==> src/rtl/display_scanner.sv <==
// Multiplexed seven-segment scanner: one digit per scan tick, dark guard
// between digits, and double-buffered values that switch only at frame start.
module display_scanner #(
  parameter int unsigned N_DIG     = 4,
  parameter int unsigned GUARD_CYC = 2,
  parameter int unsigned GW        = 4
) (
  input  logic               i_Clk,
  input  logic               i_Reset,
  input  logic               i_Tick,
  input  logic               i_Load,
  input  logic [4*N_DIG-1:0] i_Value,
  input  logic [N_DIG-1:0]   i_DpMask,
  input  logic               i_LzBlank,
  output logic [6:0]         o_Seg,
  output logic               o_Dp,
  output logic [N_DIG-1:0]   o_An,
  output logic               o_FrameDone
);

  localparam int unsigned IW = (N_DIG > 1) ? $clog2(N_DIG) : 1;
  localparam int unsigned VW = 4 * N_DIG;

  localparam logic [1:0] S_WAIT  = 2'd0;
  localparam logic [1:0] S_GUARD = 2'd1;
  localparam logic [1:0] S_SHOW  = 2'd2;

  localparam logic [IW-1:0] IDX_LAST   = IW'(N_DIG - 1);
  localparam logic [GW-1:0] GUARD_LOAD = GW'(GUARD_CYC);

  logic [1:0]       state, state_nxt;
  logic [IW-1:0]    idx, idx_nxt;
  logic [GW-1:0]    gcnt, gcnt_nxt;
  logic [VW-1:0]    pending, pending_nxt;
  logic [N_DIG-1:0] pend_dp, pend_dp_nxt;
  logic             pend_flag, pend_flag_nxt;
  logic [VW-1:0]    shadow, shadow_nxt;
  logic [N_DIG-1:0] shadow_dp, shadow_dp_nxt;
  logic             frame_bnd;

  logic [6:0]       seg_nxt;
  logic             dp_nxt;
  logic [N_DIG-1:0] an_nxt;
  logic [3:0]       nib;
  logic             lz_run;
  logic             blank;

  function automatic logic [6:0] seg_decode(input logic [3:0] n);
    case (n)
      4'h0: seg_decode = 7'h40;
      4'h1: seg_decode = 7'h79;
      4'h2: seg_decode = 7'h24;
      4'h3: seg_decode = 7'h30;
      4'h4: seg_decode = 7'h19;
      4'h5: seg_decode = 7'h12;
      4'h6: seg_decode = 7'h02;
      4'h7: seg_decode = 7'h78;
      4'h8: seg_decode = 7'h00;
      4'h9: seg_decode = 7'h10;
      4'hA: seg_decode = 7'h08;
      4'hB: seg_decode = 7'h03;
      4'hC: seg_decode = 7'h46;
      4'hD: seg_decode = 7'h21;
      4'hE: seg_decode = 7'h06;
      default: seg_decode = 7'h0E;
    endcase
  endfunction

  // Scan sequencing and the pending/shadow double buffer
  always_comb begin
    state_nxt     = state;
    idx_nxt       = idx;
    gcnt_nxt      = gcnt;
    pending_nxt   = pending;
    pend_dp_nxt   = pend_dp;
    pend_flag_nxt = pend_flag;
    shadow_nxt    = shadow;
    shadow_dp_nxt = shadow_dp;
    frame_bnd     = 1'b0;

    case (state)
      S_WAIT, S_SHOW: begin
        if (i_Tick) begin
          state_nxt = S_GUARD;
          gcnt_nxt  = GUARD_LOAD;
        end
      end
      S_GUARD: begin
        gcnt_nxt = gcnt - GW'(1);
        if (gcnt == GW'(1)) begin
          state_nxt = S_SHOW;
          if (idx == IDX_LAST) begin
            idx_nxt   = '0;
            frame_bnd = 1'b1;
          end else begin
            idx_nxt = idx + IW'(1);
          end
        end
      end
      default: state_nxt = S_WAIT;
    endcase

    // A load coinciding with the frame boundary goes straight to the display
    if (frame_bnd) begin
      if (i_Load) begin
        shadow_nxt    = i_Value;
        shadow_dp_nxt = i_DpMask;
      end else if (pend_flag) begin
        shadow_nxt    = pending;
        shadow_dp_nxt = pend_dp;
      end
      pend_flag_nxt = 1'b0;
    end else if (i_Load) begin
      pending_nxt   = i_Value;
      pend_dp_nxt   = i_DpMask;
      pend_flag_nxt = 1'b1;
    end
  end

  // Next-cycle display image, derived from the next state so outputs switch with it
  always_comb begin
    nib    = 4'h0;
    lz_run = 1'b1;
    blank  = 1'b0;
    for (int k = N_DIG - 1; k >= 0; k--) begin
      lz_run = lz_run & (shadow_nxt[4*k +: 4] == 4'h0);
      if (idx_nxt == IW'(k)) begin
        nib   = shadow_nxt[4*k +: 4];
        blank = lz_run & (k != 0);
      end
    end

    seg_nxt = 7'h7F;
    dp_nxt  = 1'b1;
    an_nxt  = '1;
    if (state_nxt == S_SHOW) begin
      an_nxt  = ~(N_DIG'(1) << idx_nxt);
      seg_nxt = (i_LzBlank && blank) ? 7'h7F : seg_decode(nib);
      dp_nxt  = ~shadow_dp_nxt[idx_nxt];
    end
  end

  always_ff @(posedge i_Clk or negedge i_Reset) begin
    if (!i_Reset) begin
      state       <= S_WAIT;
      idx         <= IDX_LAST;
      gcnt        <= '0;
      pending     <= '0;
      pend_dp     <= '0;
      pend_flag   <= 1'b0;
      shadow      <= '0;
      shadow_dp   <= '0;
      o_Seg       <= 7'h7F;
      o_Dp        <= 1'b1;
      o_An        <= '1;
      o_FrameDone <= 1'b0;
    end else begin
      state       <= state_nxt;
      idx         <= idx_nxt;
      gcnt        <= gcnt_nxt;
      pending     <= pending_nxt;
      pend_dp     <= pend_dp_nxt;
      pend_flag   <= pend_flag_nxt;
      shadow      <= shadow_nxt;
      shadow_dp   <= shadow_dp_nxt;
      o_Seg       <= seg_nxt;
      o_Dp        <= dp_nxt;
      o_An        <= an_nxt;
      o_FrameDone <= frame_bnd;
    end
  end

endmodule

==> config.mk <==
export PLATFORM = sky130hd
export DESIGN_NAME = display_scanner
export DESIGN_NICKNAME = d
export VERILOG_FILES = /design/src/rtl/display_scanner.sv
export SDC_FILE = /design/constraint.sdc
export NUM_CORES = 1
export LEC_CHECK = 0
export CAP_MARGIN = 15
export CORE_MARGIN = 2
export CORE_UTILIZATION = 56
export DETAILED_ROUTE_END_ITERATION = 7
export DONT_BUFFER_PORTS = 1
export GPL_ROUTABILITY_DRIVEN = 0
export HOLD_SLACK_MARGIN = 0.03
export PLACE_DENSITY = 0.82
export SYNTH_ARGS = -nofsm -noshare
export SYNTH_HDL_FRONTEND = slang
export SYNTH_SLANG_ARGS = --single-unit
==> constraint.sdc <==
create_clock -name i_Clk -period 4.75 [get_ports i_Clk]
set_input_delay 0.475 -clock i_Clk [delete_from_list [all_inputs] [get_ports i_Clk]]
set_output_delay 0.475 -clock i_Clk [all_outputs]
set_load 0.01 [all_outputs]
==> out/qor.txt, run 1 <==
Post-route ant nets = 0
Top cells by count, synth = dfrtp_1 (48), mux2_2 (19), nor2_1 (19)
Total gr overflow = 0
Starting Density = 57.4%
Worst Setup End Kind = register
Status = finished clean
Worst Tran Pin Value = 0.915 ns
Pwr dens = 682 nW/um^2
Distinct cells, synth = 55
Slowest-stage cell, CP = nor4b_2
Family with the most delay on the worst path = simple AND/OR/NAND/NOR gates
H-tree depth = 3
Initial antenna violation count = 0
Total GRT Usage = 23.7%
Layout Skew = 0.00782 ns
Mapped cell area = 3140 um^2
Filler instances = 423
Ys flop type = dfrtp_1
WL per Instance = 19.1 um
Drt via density = 6.45
Rows = 27
Slowest cell delay on critical path = 0.57 ns
Core Area = 5470 um^2
Setup Buffers After CTS = 0
Final setup fails = 0
Post-synth net total = 320
I/O Pins = 38
Part of the Yosys area used for sequential elements = 49.9%
Longest Clk Path Bufs = 2
F_max = 244 MHz
# nets final = 317
Worst vdd ir = 0.000335 V
Clock-pin slew on the worst setup and hold paths = 0.07 ns
Footprint of the multi-input gates = 1430 um^2
Finished Core Util = 62.6%
Clock Latency Late Sink = 0.34 ns
Clk sinks = 62
Hold/Removal Path Class = in2reg
Crit-path cells = inv_1 > ha_1 > nor4b_2 > nand2_1 > clkinv_1 > o221a_2 > mux2i_1 > mux2i_1 > inv_1 > ha_1 > or4_1 > o41ai_1 > o41ai_1
FF+latch count, synth = 62
Final TNS setup = 0 ns
CTS root buf = clkbuf_8
DRC = 0
Cells after Synth = 286
Storage element area = 1570 um^2
Largest net degree at the start of global routing = 63
Synth area leaders = dfrtp_1 (38%), dfstp_2 (12%), mux2_2 (6.8%)
Worst EP arrival = 4.35 ns
Diode count = 0
Final slew viol count = 0
Final hold vios = 0
Crit-path max FO = 18
Synthesis Warnings = 0
Number of flops mapped to enable cells by yosys = 0
Final Cycle Share = 86.1%
Max Cap Viol = 0
Critical Path RT = 5.01 ns
RSZ-0062 raised after global routing = no
Count leader, synth = dfrtp_1
Worst path bufs/invs = 3
Drt pass-1 iters = 4
Die ar. = 6230 um^2
CTS Buf Count = 9
Rel. slew slack = 38.8%
Die height = 78.9 um
Via count = 2321
Input/output buffers = 0
Critical path class = reg2reg
Hpwl dp = 4.69 mm
Synth-to-Final Area Change = 9.08%
Fraction of layout cells with a size suffix above 1 = 21.9%
Post-synth ARST share = 100%
Startpoint types = register
First-pass GRT wire length = 11.1 mm
WL final = 6.87 mm
CTS tree = done
Synth area leader = dfrtp_1
Syn avg cell area = 11.0 um^2
Initial DRC Count = 200
Number of global-route vias before repair = 2326
Post-layout minimum cycle time = 4.09 ns
Chip Width = 78.9 um
Top cell type's share of synthesized area = 38.2%
Leakage = 1.45 nW
[path summary, 6_finish.rpt]
path,start,cells after the start,slack (ns),endpoint
worst max-delay path,gcnt[1],13,0.66,o_Seg[0]
worst min-delay path,i_Tick,1,0.26,state[0]
worst max register to register,gcnt[1],13,0.66,o_Seg[0]
worst min register to register,pending[12],2,0.49,pending[12]
max in group asynchronous,i_Reset,2,3.77,o_An[0]
min in group asynchronous,i_Reset,2,0.64,gcnt[2]
[cells in the final DEF, fill, tap and decap left out, drive strengths merged, types with 2 or more instances in the layout]
master   instances
dfrtp           48
mux2            21
nor2            19
o22ai           16
dfstp           14
inv             14
nand2           13
clkbuf          13
a2bb2oi         12
a21oi           11
o21ai           11
ha               9
mux2i            9
nor3             7
nand3            7
nand2b           6
a211oi           6
o22a             3
o41ai            3
o221ai           3
or4              3
o211ai           3
and2             3
a41oi            2
o221a            2
a21o             2
nor3b            2
nor4             2
xnor2            2
o31ai            2
bufinv           2
clkinv           2
or4b             2
buf              2
[kinds of logic (layout without fill, tap and decap cells)]
kind of cell | Yosys count | count (layout) | share of synthesized area [%]
flip-flops | 62 | 62 | 49.9
multiplexers | 30 | 30 | 11.0
adder cells (fa/ha/maj) | 9 | 9 | 3.58
AO/OA/AOI/OAI | 82 | 82 | 18.8
buffers and inverters | 32 | 34 | 4.46
AND/OR/NAND/NOR | 68 | 68 | 11.4
XOR/XNOR | 3 | 3 | 0.836
[worst reg2reg max path: stages, from the launching register on]
cell      delay [ns]
dfrtp_1         0.40
inv_1           0.11
ha_1            0.17
nor4b_2         0.57
nand2_1         0.36
clkinv_1        0.40
o221a_2         0.29
mux2i_1         0.08
mux2i_1         0.45
inv_1           0.17
ha_1            0.27
or4_1           0.54
o41ai_1         0.09
o41ai_1         0.11
[what timing repair did]
item                       CTS  global route
setup endpoints to repair    0             0
gates resized for setup      0             0
hold buffers                 2             0
hold endpoints to repair    62             0
[per-layer routing]
metal	part of all wire [%]	GRT usage (%)	wire [um]
met2	49	38.6	3380
met4	2.6	12.9	181
met5	0	0	0
met3	5.5	6.25	381
met1	43	28.8	2930
[stage by stage]
stage	total power [W]	instance area, um^2	setup WS [ns]	std cells	hold slack (ns)
global placement	0.00172	3160	0.974	342	0.181
CTS	0.00232	3430	0.763	360	0.249
floorplan	0.00159	3140	1.20	286	0.179
detailed placement	0.00176	3160	0.785	342	0.181
finish	0.00234	3430	0.658	360	0.256
global route	0.00247	3430	0.326	360	0.243
[power breakdown]
group          internal (W)  switching [W]  leakage, nW  total (W)
Combinational      0.000403       0.000597        0.605    0.00100
Clock              0.000338       0.000200        0.120   0.000538
Sequential         0.000697       0.000102        0.727   0.000799
Total               0.00144       0.000899         1.45    0.00234
[registers in the layout (all words and copies together), names as in the netlist]
signal	count
shadow_dp	4
o_An	4
idx	2
pend_dp	4
o_Seg	7
pending	16
o_Dp	1
shadow	16
pend_flag	1
o_FrameDone	1
gcnt	4
state	2
[cell type report]
type	instances	share of cell area, %
clock buffer	13	4.93
multi-input combinational	192	41.8
timing repair buffer	3	1.31
sequential	62	45.8
inverter	15	1.64
clock inverter	3	1.90
tap	72	2.63
Power figures use the tool's default switching activity.
==> run 2, diff against run 1 <==
Settings changed: BUFFER_PORTS_ARGS set to -buffer_cell sky130_fd_sc_hd__buf_2, DONT_BUFFER_PORTS 1 to unset, PLACE_DENSITY 0.82 to 0.88.
Clock period 4.75 ns to 5.15 ns, I/O delays scaled along.
==> out/qor.txt, run 2 (same netlist as run 1, synthesis figures left out) <==
Rel. slew slack = 42.3% (+3.5 points)
Total GRT Usage = 22.8% (-0.95 points)
Final slew viol count = 0 (unchanged)
Synth-to-Final Area Change = 14.4%
F_max = 246 MHz (+0.46%)
Reg2reg setup slack = 1.08 ns (+0.42 ns)
Clock Latency Late Sink = 0.35 ns (about the same)
Post-route ant nets = 0 (unchanged)
Drt pass-1 iters = 5 (+1)
Worst vdd ir = 0.000426 V (+27%)
Combinational share of power = 43.5% (+0.7 points)
Rows = 27 (unchanged)
Layout Skew = 0.00802 ns (+0.000194 ns)
Worst path bufs/invs = 3 (unchanged)
Total net switching power = 0.000836 W (-7.0%)
Flop pwr share = 32.7% (-1.5 points)
Final cell count without fillers = 396 (+10%)
Clock power frac = 23.8% (+0.8 points)
Initial antenna violation count = 0 (unchanged)
CTS root buf = clkbuf_8
Reg2reg end = o_Seg[0]
Slowest cell delay on critical path = 0.58 ns (about the same)
Longest Clk Path Bufs = 2 (unchanged)
Placed insts = 380 (+11%)
Final Cycle Share = 79.1% (-7.1 points)
Initial DRC Count = 157 (-22%)
Input/output buffers = 37 (+37)
Family with the most delay on the worst path = simple AND/OR/NAND/NOR gates
# nets final = 353 (+11%)
Starting Density = 57.4% (unchanged)
RSZ-0062 raised after global routing = no
DRC = 0 (unchanged)
I/O Pins = 38 (unchanged)
H-tree depth = 3 (unchanged)
Max Cap Viol = 0 (unchanged)
Finished Core Util = 65.7% (+3.0 points)
Die height = 78.9 um (unchanged)
Highest-count cells in the layout ignoring fill and taps = dfrtp_1 (48), buf_2 (37), nor2_1 (19), mux2_2 (19), o22ai_1 (16)
Final hold vios = 0 (unchanged)
Worst Tran Pin Value = 0.863 ns (-0.0520 ns)
Crit-path max FO = 18 (unchanged)
Startpoint types = register
Critical Path RT = 5.41 ns (+0.40 ns)
CTS tree = done
Hold slack = 0.315 ns (+0.0593 ns)
Chip Width = 78.9 um (unchanged)
Worst path depth = 13 (unchanged)
Number of global-route vias before repair = 2267 (-2.5%)
Total gr overflow = 0 (unchanged)
Clock-pin slew on the worst setup and hold paths = 0.07 ns (about the same)
Regs by FF count = pending (16), shadow (16), o_Seg (7)
Worst EP arrival = 4.33 ns (-0.02 ns)
CTS Buf Count = 9 (unchanged)
Total internal power = 0.00135 W (-5.8%)
Core Area = 5470 um^2 (unchanged)
Sw frac = 38.2% (-0.30 points)
Post-layout minimum cycle time = 4.07 ns (-0.0188 ns)
Crit-path cells = inv_1 > ha_1 > nor4b_2 > nand2_1 > clkinv_1 > o221a_2 > mux2i_1 > mux2i_1 > inv_1 > ha_1 > or4_1 > o41ai_1 > o41ai_1
Hold buffers post-CTS = 0 (-2)
Final TNS setup = 0 ns (unchanged)
Largest net degree at the start of global routing = 63 (unchanged)
Fraction of layout cells with a size suffix above 1 = 31.2% (+9.3 points)
Hpwl dp = 4.50 mm (-4.2%)
Status = finished clean
Clk sinks = 62 (unchanged)
Hold/Removal Path Class = in2async
Most common cell after layout, fill and taps aside = dfrtp_1
Pwr dens = 609 nW/um^2 (-11%)
First-pass GRT wire length = 11.0 mm (-1.1%)
WL per Instance = 16.6 um (-13%)
Cells on worst reg2reg path = 13 (unchanged)
Diode count = 0 (unchanged)
Via count = 2375 (+2.3%)
Slowest-stage cell, CP = nor4b_2
Post-cts sizing count = 0 (unchanged)
Leakage = 1.56 nW (+7.5%)
Setup Buffers After CTS = 0 (unchanged)
Final setup fails = 0 (unchanged)
WL final = 6.56 mm (-4.6%)
Drt via density = 6.00 (-7.0%)
R2r startpoint = gcnt[1]
Die ar. = 6230 um^2 (unchanged)
Critical path class = reg2reg
Worst Setup End Kind = register
-- run 2: cell types whose count changed in the layout (fill, tap and decap cells not counted), sizes merged --
cell         delta
buf            +37
bufinv          +1
clkbuf          -4
clkinv          -1
clkinvlp        +3
dlygate4sd3     -1
inv             +1
-- run 2: power groups by stage --
stage,clock [W],sequential (W),combinational [W]
after detailed placement,0,0.000723,0.000940
after global placement,0,0.000716,0.000894
after global routing,0.000556,0.000730,0.00105
after CTS,0.000528,0.000715,0.000952
final,0.000521,0.000717,0.000952
after floorplan,0,0.000707,0.000755
-- run 2: through the flow --
| stage | cell area (um^2) | power, W | setup WS, ns |
|---|---|---|---|
| 2_1_floorplan | 3140 | 0.00146 | 1.60 |
| 3_3_place_gp | 3350 | 0.00161 | 1.37 |
| 3_5_place_dp | 3350 | 0.00166 | 1.16 |
| 4_1_cts | 3590 | 0.00219 | 1.13 |
| 5_1_grt | 3590 | 0.00234 | 0.753 |
| 6_report | 3590 | 0.00219 | 1.08 |
-- run 2: worst reg2reg max path: stages, from the launching register on --
cell and delay (ns):
dfrtp_1 0.40, inv_1 0.11, ha_1 0.19, nor4b_2 0.58, nand2_1 0.38, clkinv_1 0.40, o221a_2 0.29, mux2i_1 0.07
mux2i_1 0.41, inv_1 0.16, ha_1 0.26, or4_1 0.53, o41ai_1 0.08, o41ai_1 0.11
-- run 2: worst max path at each step --
stage          startpoint        to  slack [ns]
2_1_floorplan     gcnt[1]  o_Seg[0]        1.60
6_report          gcnt[1]  o_Seg[0]        1.08
4_1_cts           gcnt[1]  o_Seg[0]        1.13
3_5_place_dp      gcnt[1]  o_Seg[0]        1.16
5_1_grt           gcnt[1]  o_Seg[0]        0.75
3_3_place_gp      gcnt[1]  o_Seg[0]        1.37
-- run 2: final cells by class --
type / instances / area (um^2)
fillers: 420 / 1880
flip-flops and latches: 62 / 1570
multi-input cells: 192 / 1430
repair buffers: 39 / 200
clock buffers: 9 / 124
clock inverters: 7 / 121
well taps: 72 / 90.1
inverters: 15 / 56.3
-- run 2: per-layer routing --
metal  vias up  routed length (um)  share of wire, %  track usage [%]
met5         -                   0                 0                0
met4         0                  87               1.3             7.24
met2        66                3120                48             34.0
met3        12                 339               5.2             8.18
li1       1135                   -                 -                -
met1      1162                3010                46             31.3
